$ cat src/rtl/fc_pkg.sv
// fc_pkg: shared FC back-end types, defaults and the sram f byte-lane mapping
package fc_pkg;

    localparam int CLASS_NUM_DEF  = 10;
    localparam int DATA_WIDTH_DEF = 8;
    localparam int LANES_DEF      = 4;

    typedef enum logic [2:0] {IDLE, FETCH, WAIT, SEND, RESULT} state_t;

    // Lane 0 is the most significant byte, matching bytemask 1000/0100/0010/0001
    function automatic logic [DATA_WIDTH_DEF-1:0] lane_sel(
        input logic [DATA_WIDTH_DEF*LANES_DEF-1:0] word,
        input logic [1:0]                           lane
    );
        return word[DATA_WIDTH_DEF*(LANES_DEF-1-int'(lane)) +: DATA_WIDTH_DEF];
    endfunction

endpackage

$ cat src/rtl/fc_argmax_tracker.sv
// fc_argmax_tracker: running signed maximum and its index; ties keep the earlier index
module fc_argmax_tracker #(
    parameter int DATA_WIDTH = 8
)(
    input  logic                         clk,
    input  logic                         rst,
    input  logic                         load,
    input  logic                         update,
    input  logic signed [DATA_WIDTH-1:0] din,
    input  logic [3:0]                   din_idx,
    output logic signed [DATA_WIDTH-1:0] max_val,
    output logic [3:0]                   max_idx
);

    always_ff @(posedge clk or posedge rst) begin
        if (rst) begin
            max_val <= '0;
            max_idx <= '0;
        end else if (load || (update && din > max_val)) begin
            max_val <= din;
            max_idx <= din_idx;
        end
    end

endmodule

$ cat src/rtl/fc_result_reader.sv
// fc_result_reader: sweeps the FC2 scores out of sram f, streams them and reports the argmax
module fc_result_reader
    import fc_pkg::*;
#(
    parameter int DATA_WIDTH             = DATA_WIDTH_DEF,
    parameter int DATA_NUM_PER_SRAM_ADDR = LANES_DEF,
    parameter int CLASS_NUM              = CLASS_NUM_DEF,
    parameter int ADDR_WIDTH             = 10
)(
    input  logic                                         clk,
    input  logic                                         rst,
    input  logic                                         fc2_done,
    output logic [ADDR_WIDTH-1:0]                        sram_raddr_f,
    input  logic [DATA_WIDTH*DATA_NUM_PER_SRAM_ADDR-1:0] sram_rdata_f,
    output logic                                         score_valid,
    input  logic                                         score_ready,
    output logic signed [DATA_WIDTH-1:0]                 score_data,
    output logic [3:0]                                   score_idx,
    output logic                                         score_last,
    output logic                                         result_valid,
    output logic [3:0]                                   result_class,
    output logic signed [DATA_WIDTH-1:0]                 result_max,
    output logic                                         busy
);

    localparam logic [3:0] LAST_IDX = 4'(CLASS_NUM - 1);

    state_t                       state;
    logic                         pend;
    logic [3:0]                   idx;
    logic signed [DATA_WIDTH-1:0] lane_data;
    logic signed [DATA_WIDTH-1:0] trk_max;
    logic [3:0]                   trk_cls;

    assign lane_data = lane_sel(sram_rdata_f, idx[1:0]);

    fc_argmax_tracker #(.DATA_WIDTH(DATA_WIDTH)) u_argmax (
        .clk     (clk),
        .rst     (rst),
        .load    (state == WAIT && idx == 4'd0),
        .update  (state == WAIT),
        .din     (lane_data),
        .din_idx (idx),
        .max_val (trk_max),
        .max_idx (trk_cls)
    );

    always_ff @(posedge clk or posedge rst) begin
        if (rst) begin
            state        <= IDLE;
            pend         <= 1'b0;
            idx          <= '0;
            sram_raddr_f <= '0;
            score_valid  <= 1'b0;
            score_data   <= '0;
            score_idx    <= '0;
            score_last   <= 1'b0;
            result_valid <= 1'b0;
            result_class <= '0;
            result_max   <= '0;
            busy         <= 1'b0;
        end else begin
            result_valid <= 1'b0;
            if (fc2_done)
                pend <= 1'b1;
            case (state)
                IDLE: begin
                    busy <= fc2_done || pend;
                    if (fc2_done || pend) begin
                        state        <= FETCH;
                        idx          <= '0;
                        sram_raddr_f <= '0;
                        pend         <= 1'b0;
                    end
                end
                FETCH: state <= WAIT;
                WAIT: begin
                    state       <= SEND;
                    score_valid <= 1'b1;
                    score_data  <= lane_data;
                    score_idx   <= idx;
                    score_last  <= idx == LAST_IDX;
                end
                SEND: if (score_ready) begin
                    score_valid <= 1'b0;
                    score_last  <= 1'b0;
                    if (idx == LAST_IDX) begin
                        state        <= RESULT;
                        result_valid <= 1'b1;
                        result_class <= trk_cls;
                        result_max   <= trk_max;
                    end else begin
                        state        <= FETCH;
                        idx          <= idx + 4'd1;
                        sram_raddr_f <= sram_raddr_f + 1'b1;
                    end
                end
                RESULT: begin
                    state <= IDLE;
                    busy  <= pend || fc2_done;
                end
                default: state <= IDLE;
            endcase
        end
    end

endmodule

$ cat config.mk
export PLATFORM = sky130hd
export DESIGN_NAME = fc_result_reader
export DESIGN_NICKNAME = d
export VERILOG_FILES = /design/src/rtl/fc_pkg.sv /design/src/rtl/fc_argmax_tracker.sv /design/src/rtl/fc_result_reader.sv
export SDC_FILE = /design/constraint.sdc
export NUM_CORES = 1
export LEC_CHECK = 0
export BUFFER_PORTS_ARGS = -buffer_cell sky130_fd_sc_hd__buf_2
export CORE_AREA = 2 2 91 67
export CTS_CLUSTER_SIZE = 20
export DETAILED_ROUTE_END_ITERATION = 7
export DIE_AREA = 0 0 93 69
export PLACE_DENSITY = 0.85
export SLEW_MARGIN = 20
export SYNTH_ARGS = -nofsm -noshare
export SYNTH_HDL_FRONTEND = slang
export SYNTH_SLANG_ARGS = --single-unit
$ cat constraint.sdc
create_clock -name clk -period 8.25 [get_ports clk]
set_input_delay 0.4125 -clock clk [delete_from_list [all_inputs] [get_ports clk]]
set_output_delay 0.4125 -clock clk [all_outputs]
set_load 0.02 [all_outputs]
==> impl_metrics.toml, run 1 <==
[global_route]
first_global_vias = 2448
grt_max_degree = 59
grt_use_total_pct = 24.2
grt_pass1_wl_mm = 12.2
antenna_found_initial = 0
grt_overflow = 0

[finish]
layout-drive-gt1-share_pct = 29.8
antenna_cells = 0
nNetsFinal = 402
area_growth_pct = 18.6

[floorplan]
rows = 23
initial_core_util_pct = 55.0
dieArea_um2 = 6420
core_um2 = 5530
fp.dieH_um = 69
die_w_um = 93
io_pins = 74

[detailed_routing]
wirelength_mm = 7.29
dr.pass1.iters = 5
drc = 0
drt-initial-drc-count = 118
ant_nets = 0
via_per_inst = 5.81
vias = 2522
wl_per_cell_um = 16.8

[clock_tree]
clk-insertion-delay-late_ps = 340
cts_resized = 0
cts_tree = "built"
clock_path_buffers = 2
cts.sinks = 58
cts.clk_slew.worst_paths_ps = 70
root_buffer = "clkbuf_8"
postCtsSetupBuffers = 0
numCtsBuffers = 9
holdBufCountCts = 0
cts.htree.levels = 3

[yosys]
synthesis.nets = 337
synth_ff_type = "dfrtp_1"
syn_area_um2 = 3040
syn_inst = 289
yosysUniqueCellTypes = 42
ys_warn_count = 0
synth.avg_cell_area_um2 = 10.5
ys_seq_area_share_pct = 47.8
synth_seq_cells = 58
synth_edf_count = 0
async_flop_share_pct = 100

[timing]
rsz0062_at_grt = "false"
finalHoldViolCount = 0
period_needed_ps = 3430
fin_skew_ps = 8.60
drv_slew = 0
setup_viol = 0
tns_ps = 0
period_share_pct = 41.6
relSlewSlack_pct = 30.5
tightest_slew_ps = 1040
max_freq_mhz = 292

[pwr]
p_per_area_nw_per_um2 = 360
irDropWorstVdd_mv = 0.217
p_leak_nw = 1.75
finalPower_mw = 1.30

[placed_design]
place.port_buffers = 73
dp_hpwl_mm = 5.31
place.gp.congestion = 0.940

[status]
outcome = "complete, no violations"

[setup_path]
cp_slowest_cell = "dfrtp_1"
crit_chain = "mux4_2 -> ha_1 -> nand3_1 -> o221ai_1 -> o211a_1 -> mux2i_1"
criticalPathCategory = "register to register"
ff2ff_path_depth = 6
crit_path_end_kind = "register"
max_stage_delay_ps = 820
cp.required_ps = 8500
critPathLaunchType = "register"
cp.arrival_ps = 3680
crit_fanout = 16

[flow_run]
cap_violations = 0

[hold_path]
hp-class = "input port to asynchronous set/reset pin"
routing by layer:
metal  vias up  global-route usage (%)  share of wire, %  routed length (um)
li1       1187                       -                 -                   -
met1      1236                    36.6                47                3460
met2        87                    34.3                45                3310
met3        12                    5.68               6.0                 437
met4         0                    7.84               1.2                  88
met5         -                       0                 0                   0
critical path: cells and delay by family (launching register included):
| family | cells | cell delay, ps |
|---|---|---|
| simple gates | 1 | 120 |
| flops | 1 | 820 |
| fa+ha+maj | 1 | 330 |
| compound gates | 2 | 1190 |
| mux | 2 | 890 |
path summary, 6_finish.rpt:
check,start,slack [ps],endpoint
worst max register to register,idx[0],4820,u_argmax.max_idx[3]
worst min-delay path,rst,270,result_class[1]
worst min register to register,score_data[6],470,score_data[6]
min in group clk,fc2_done,350,pend
worst max-delay path,idx[0],4820,u_argmax.max_idx[3]
max in group asynchronous,rst,7500,sram_raddr_f[0]
cell usage in the layout, fill, tap and decap left out, types with 2 or more instances in the layout:
cell type / instances
clkbuf_8: 9
o21ai_1: 9
buf_4: 2
o211ai_1: 3
clkinv_2: 3
nor3_1: 2
or3_1: 4
or2_1: 2
nand3_1: 10
nand2_1: 49
dfrtp_1: 58
a22o_1: 2
o311ai_1: 7
inv_1: 15
ha_1: 12
inv_2: 3
mux4_2: 8
clkinvlp_4: 2
o2111ai_1: 10
o211a_1: 2
mux2i_1: 2
o31ai_1: 8
buf_2: 73
mux2_1: 13
nor2_1: 8
nand4_1: 2
or4_1: 8
nor3b_1: 3
a21oi_1: 13
nor3b_2: 2
state kept, by name, indices dropped and copies added, names as in the netlist:
register / count
u_argmax.max_val: 8
state: 3
score_idx: 4
u_argmax.max_idx: 4
idx: 4
score_data: 8
score_last: 1
pend: 1
sram_raddr_f: 10
score_valid: 1
result_class: 4
result_valid: 1
result_max: 8
busy: 1
cell type report:
cell class	count	area, um2
inverters	18	67.6
flip-flops and latches	58	1450
well taps	75	93.8
multi-input cells	192	1420
fillers	460	1920
clock inverters	7	68.8
repair buffers	75	380
clock buffers	9	124
kinds of logic (layout without fill, tap and decap cells):
logic type | count (synthesis) | after routing | synth area share, %
AO/OA/AOI/OAI | 59 | 59 | 14.0
adder cells (fa/ha/maj) | 12 | 12 | 4.94
buffers and inverters | 39 | 109 | 5.60
flip-flops | 58 | 58 | 47.8
multiplexers | 23 | 23 | 11.4
AND/OR/NAND/NOR | 98 | 98 | 16.3
Yosys cell counts, drive strengths merged (2+ instances only):
library cell,n,share of area (%)
a21oi,13,2.1
a22o,2,0.58
a2bb2oi,2,0.78
buf,10,2.0
clkbuf,11,1.4
dfrtp,58,48
ha,12,4.9
inv,18,2.2
mux2,13,4.8
mux2i,2,0.66
mux4,8,5.9
nand2,49,6.1
nand3,11,2.0
nand4,2,0.41
nor2,9,1.2
nor3,2,0.33
nor3b,5,1.6
o2111ai,10,2.9
o211a,2,0.66
o211ai,3,0.74
o21ai,10,1.6
o311ai,7,2.0
o31ai,8,2.0
or2,2,0.41
or3,4,0.82
or4,8,2.0
where the power goes:
group | internal, mW | switching, mW | total [mW]
Sequential | 0.382 | 0.0999 | 0.482
Combinational | 0.217 | 0.343 | 0.561
Clock | 0.139 | 0.115 | 0.253
Total | 0.738 | 0.558 | 1.30
through the flow:
| stage | std cells | setup slack [ps] | hold WS (ps) | cell area, um2 | utilization [%] |
|---|---|---|---|---|---|
| after global routing | 434 | 4530 | 334 | 3600 | 65.2 |
| after detailed placement | 418 | 4860 | 461 | 3410 | 61.7 |
| after global placement | 418 | 4930 | 456 | 3410 | 61.7 |
| after CTS | 434 | 4830 | 289 | 3600 | 65.2 |
| after floorplan | 289 | 5360 | 464 | 3040 | - |
| final | 434 | 4820 | 275 | 3600 | 65.2 |
Power figures use the tool's default switching activity.
==> run 2, diff against run 1 <==
- CORE_AREA: 2 2 91 67 -> 2 2 94 69
- DIE_AREA: 0 0 93 69 -> 0 0 96 71
- PLACE_DENSITY: 0.85 -> 0.8
- clock period: 8.25 -> 3.2 ns (I/O delays scaled with it)
==> run 2 against run 1 <==
The flow now finishes with violations (negative hold slack). Core utilization decreased by 3.3 points. Critical path depth unchanged. Worst hold slack got worse by 290 ps. Fmax rose by 20%.
==> impl_metrics.toml, run 2 (same netlist as run 1, synthesis figures left out) <==
[clock_tree]
cts_tree = "built"
cts.htree.levels = 3
numCtsBuffers = 9
cts.sinks = 58
clock_path_buffers = 2
clk-insertion-delay-late_ps = 340
cts.clk_slew.worst_paths_ps = 70
holdBufCountCts = 0
root_buffer = "clkbuf_8"

[detailed_routing]
drt-initial-drc-count = 240
drc = 0
vias = 2540
wl_per_cell_um = 16.3
ant_nets = 0
via_per_inst = 5.70
dr.pass1.iters = 4
wirelength_mm = 7.28

[timing]
drv_slew = 0
tns_ps = 0
fin_skew_ps = 8.28
period_needed_ps = 2850
relSlewSlack_pct = 45.5
worst_hold_slack_ps = -17.9
rsz0062_at_grt = "false"
period_share_pct = 89.2
fin_ws_ps = 347
finalHoldViolCount = 39
max_freq_mhz = 350
setup_viol = 0
tightest_slew_ps = 816

[placed_design]
place.port_buffers = 73
place_ws_ps = 196
dp.cells = 430
post_dp_cell_area_um2 = 3480
dp_hpwl_mm = 5.21
place.gp.congestion = 0.895

[finish]
antenna_cells = 0
layout-drive-gt1-share_pct = 31.5
nNetsFinal = 411
fillCellCount = 496
multiInputGateArea_um2 = 1420
final_core_util_pct = 61.9
area_growth_pct = 21.8
largest_reg_flops = 10
top_register = "sram_raddr_f"
fin_cells = 446
seqCellArea_um2 = 1450
stdcell_area_um2 = 3700
mostFrequentLayoutCells = "73 x buf_2, 57 x dfrtp_1, 49 x nand2_1"
final_common_cell = "buf_2"

[setup_path]
criticalPathCategory = "register to register"
critPathLaunchType = "register"
crit_fanout = 14
rrSetupSlack_ps = 350
cp.arrival_ps = 3090
cp.required_ps = 3430
crit_path_end_kind = "register"

[global_route]
grt_overflow = 0
grt_max_degree = 41
first_global_vias = 2427
antenna_found_initial = 0
grt_pass1_wl_mm = 11.9
grt_use_total_pct = 23.0

[floorplan]
die_w_um = 96
io_pins = 74
dieArea_um2 = 6820
rows = 24
initial_core_util_pct = 50.8
fp.dieH_um = 71
core_um2 = 5980

[pwr]
seq_power_share_pct = 34.8
pwr-share-clk_pct = 21.2
irDropWorstVdd_mv = 0.491
switching_share_pct = 41.3
p_per_area_nw_per_um2 = 952
p_leak_nw = 1.81
finalPower_mw = 3.52
p_comb_share_pct = 43.9
p_sw_mw = 1.46
power.internal_mw = 2.07

[hold_path]
hp-class = "input port to asynchronous set/reset pin"

[flow_run]
cap_violations = 0

[status]
violations = "negative hold slack"
outcome = "finished with violations"
run 2: repair_timing:
action | in CTS | in global routing
setup buffers | 0 | 0
resized for setup | 0 | 1
setup endpoints to repair | 0 | 1
run 2: power groups by stage:
stage                     clock (mW)  combinational, mW  sequential (mW)
after global placement             0               1.48             1.22
after detailed placement           0               1.53             1.23
after CTS                      0.769               1.54             1.22
after global routing           0.796               1.71             1.26
after floorplan                    0              0.993             1.29
final                          0.748               1.55             1.23
run 2: path summary, 6_finish.rpt:
check / startpoint / to / cells past startpoint
worst max-delay path: idx[1] / u_argmax.max_val[3] / 6
worst min-delay path: rst / result_class[1] / 2
worst max register to register: idx[1] / u_argmax.max_val[3] / 6
worst min register to register: score_data[5] / score_data[5] / 2
max in group asynchronous: rst / result_class[0] / 3
min in group clk: fc2_done / pend / 3
run 2: per-layer routing:
layer | up-vias | GRT usage, % | part of all wire (%)
met3 | 9 | 7.45 | 6.7
met2 | 84 | 31.2 | 44
met5 | - | 0 | 0
met4 | 0 | 8.10 | 1.3
met1 | 1243 | 34.6 | 48
li1 | 1204 | - | -
run 2: critical path: stages (launching register included):
cell	delay, ps
dfrtp_1	720
mux4_2	470
ha_1	340
nand3_1	130
or3_1	390
o211a_1	320
o311ai_1	370
run 2: layout make-up:
cell class | count | area share [%]
clock inverter | 5 | 2.10
clock buffer | 11 | 3.82
sequential | 58 | 39.3
inverter | 18 | 1.83
timing repair buffer | 84 | 12.1
multi-input combinational | 192 | 38.2
tap | 78 | 2.64
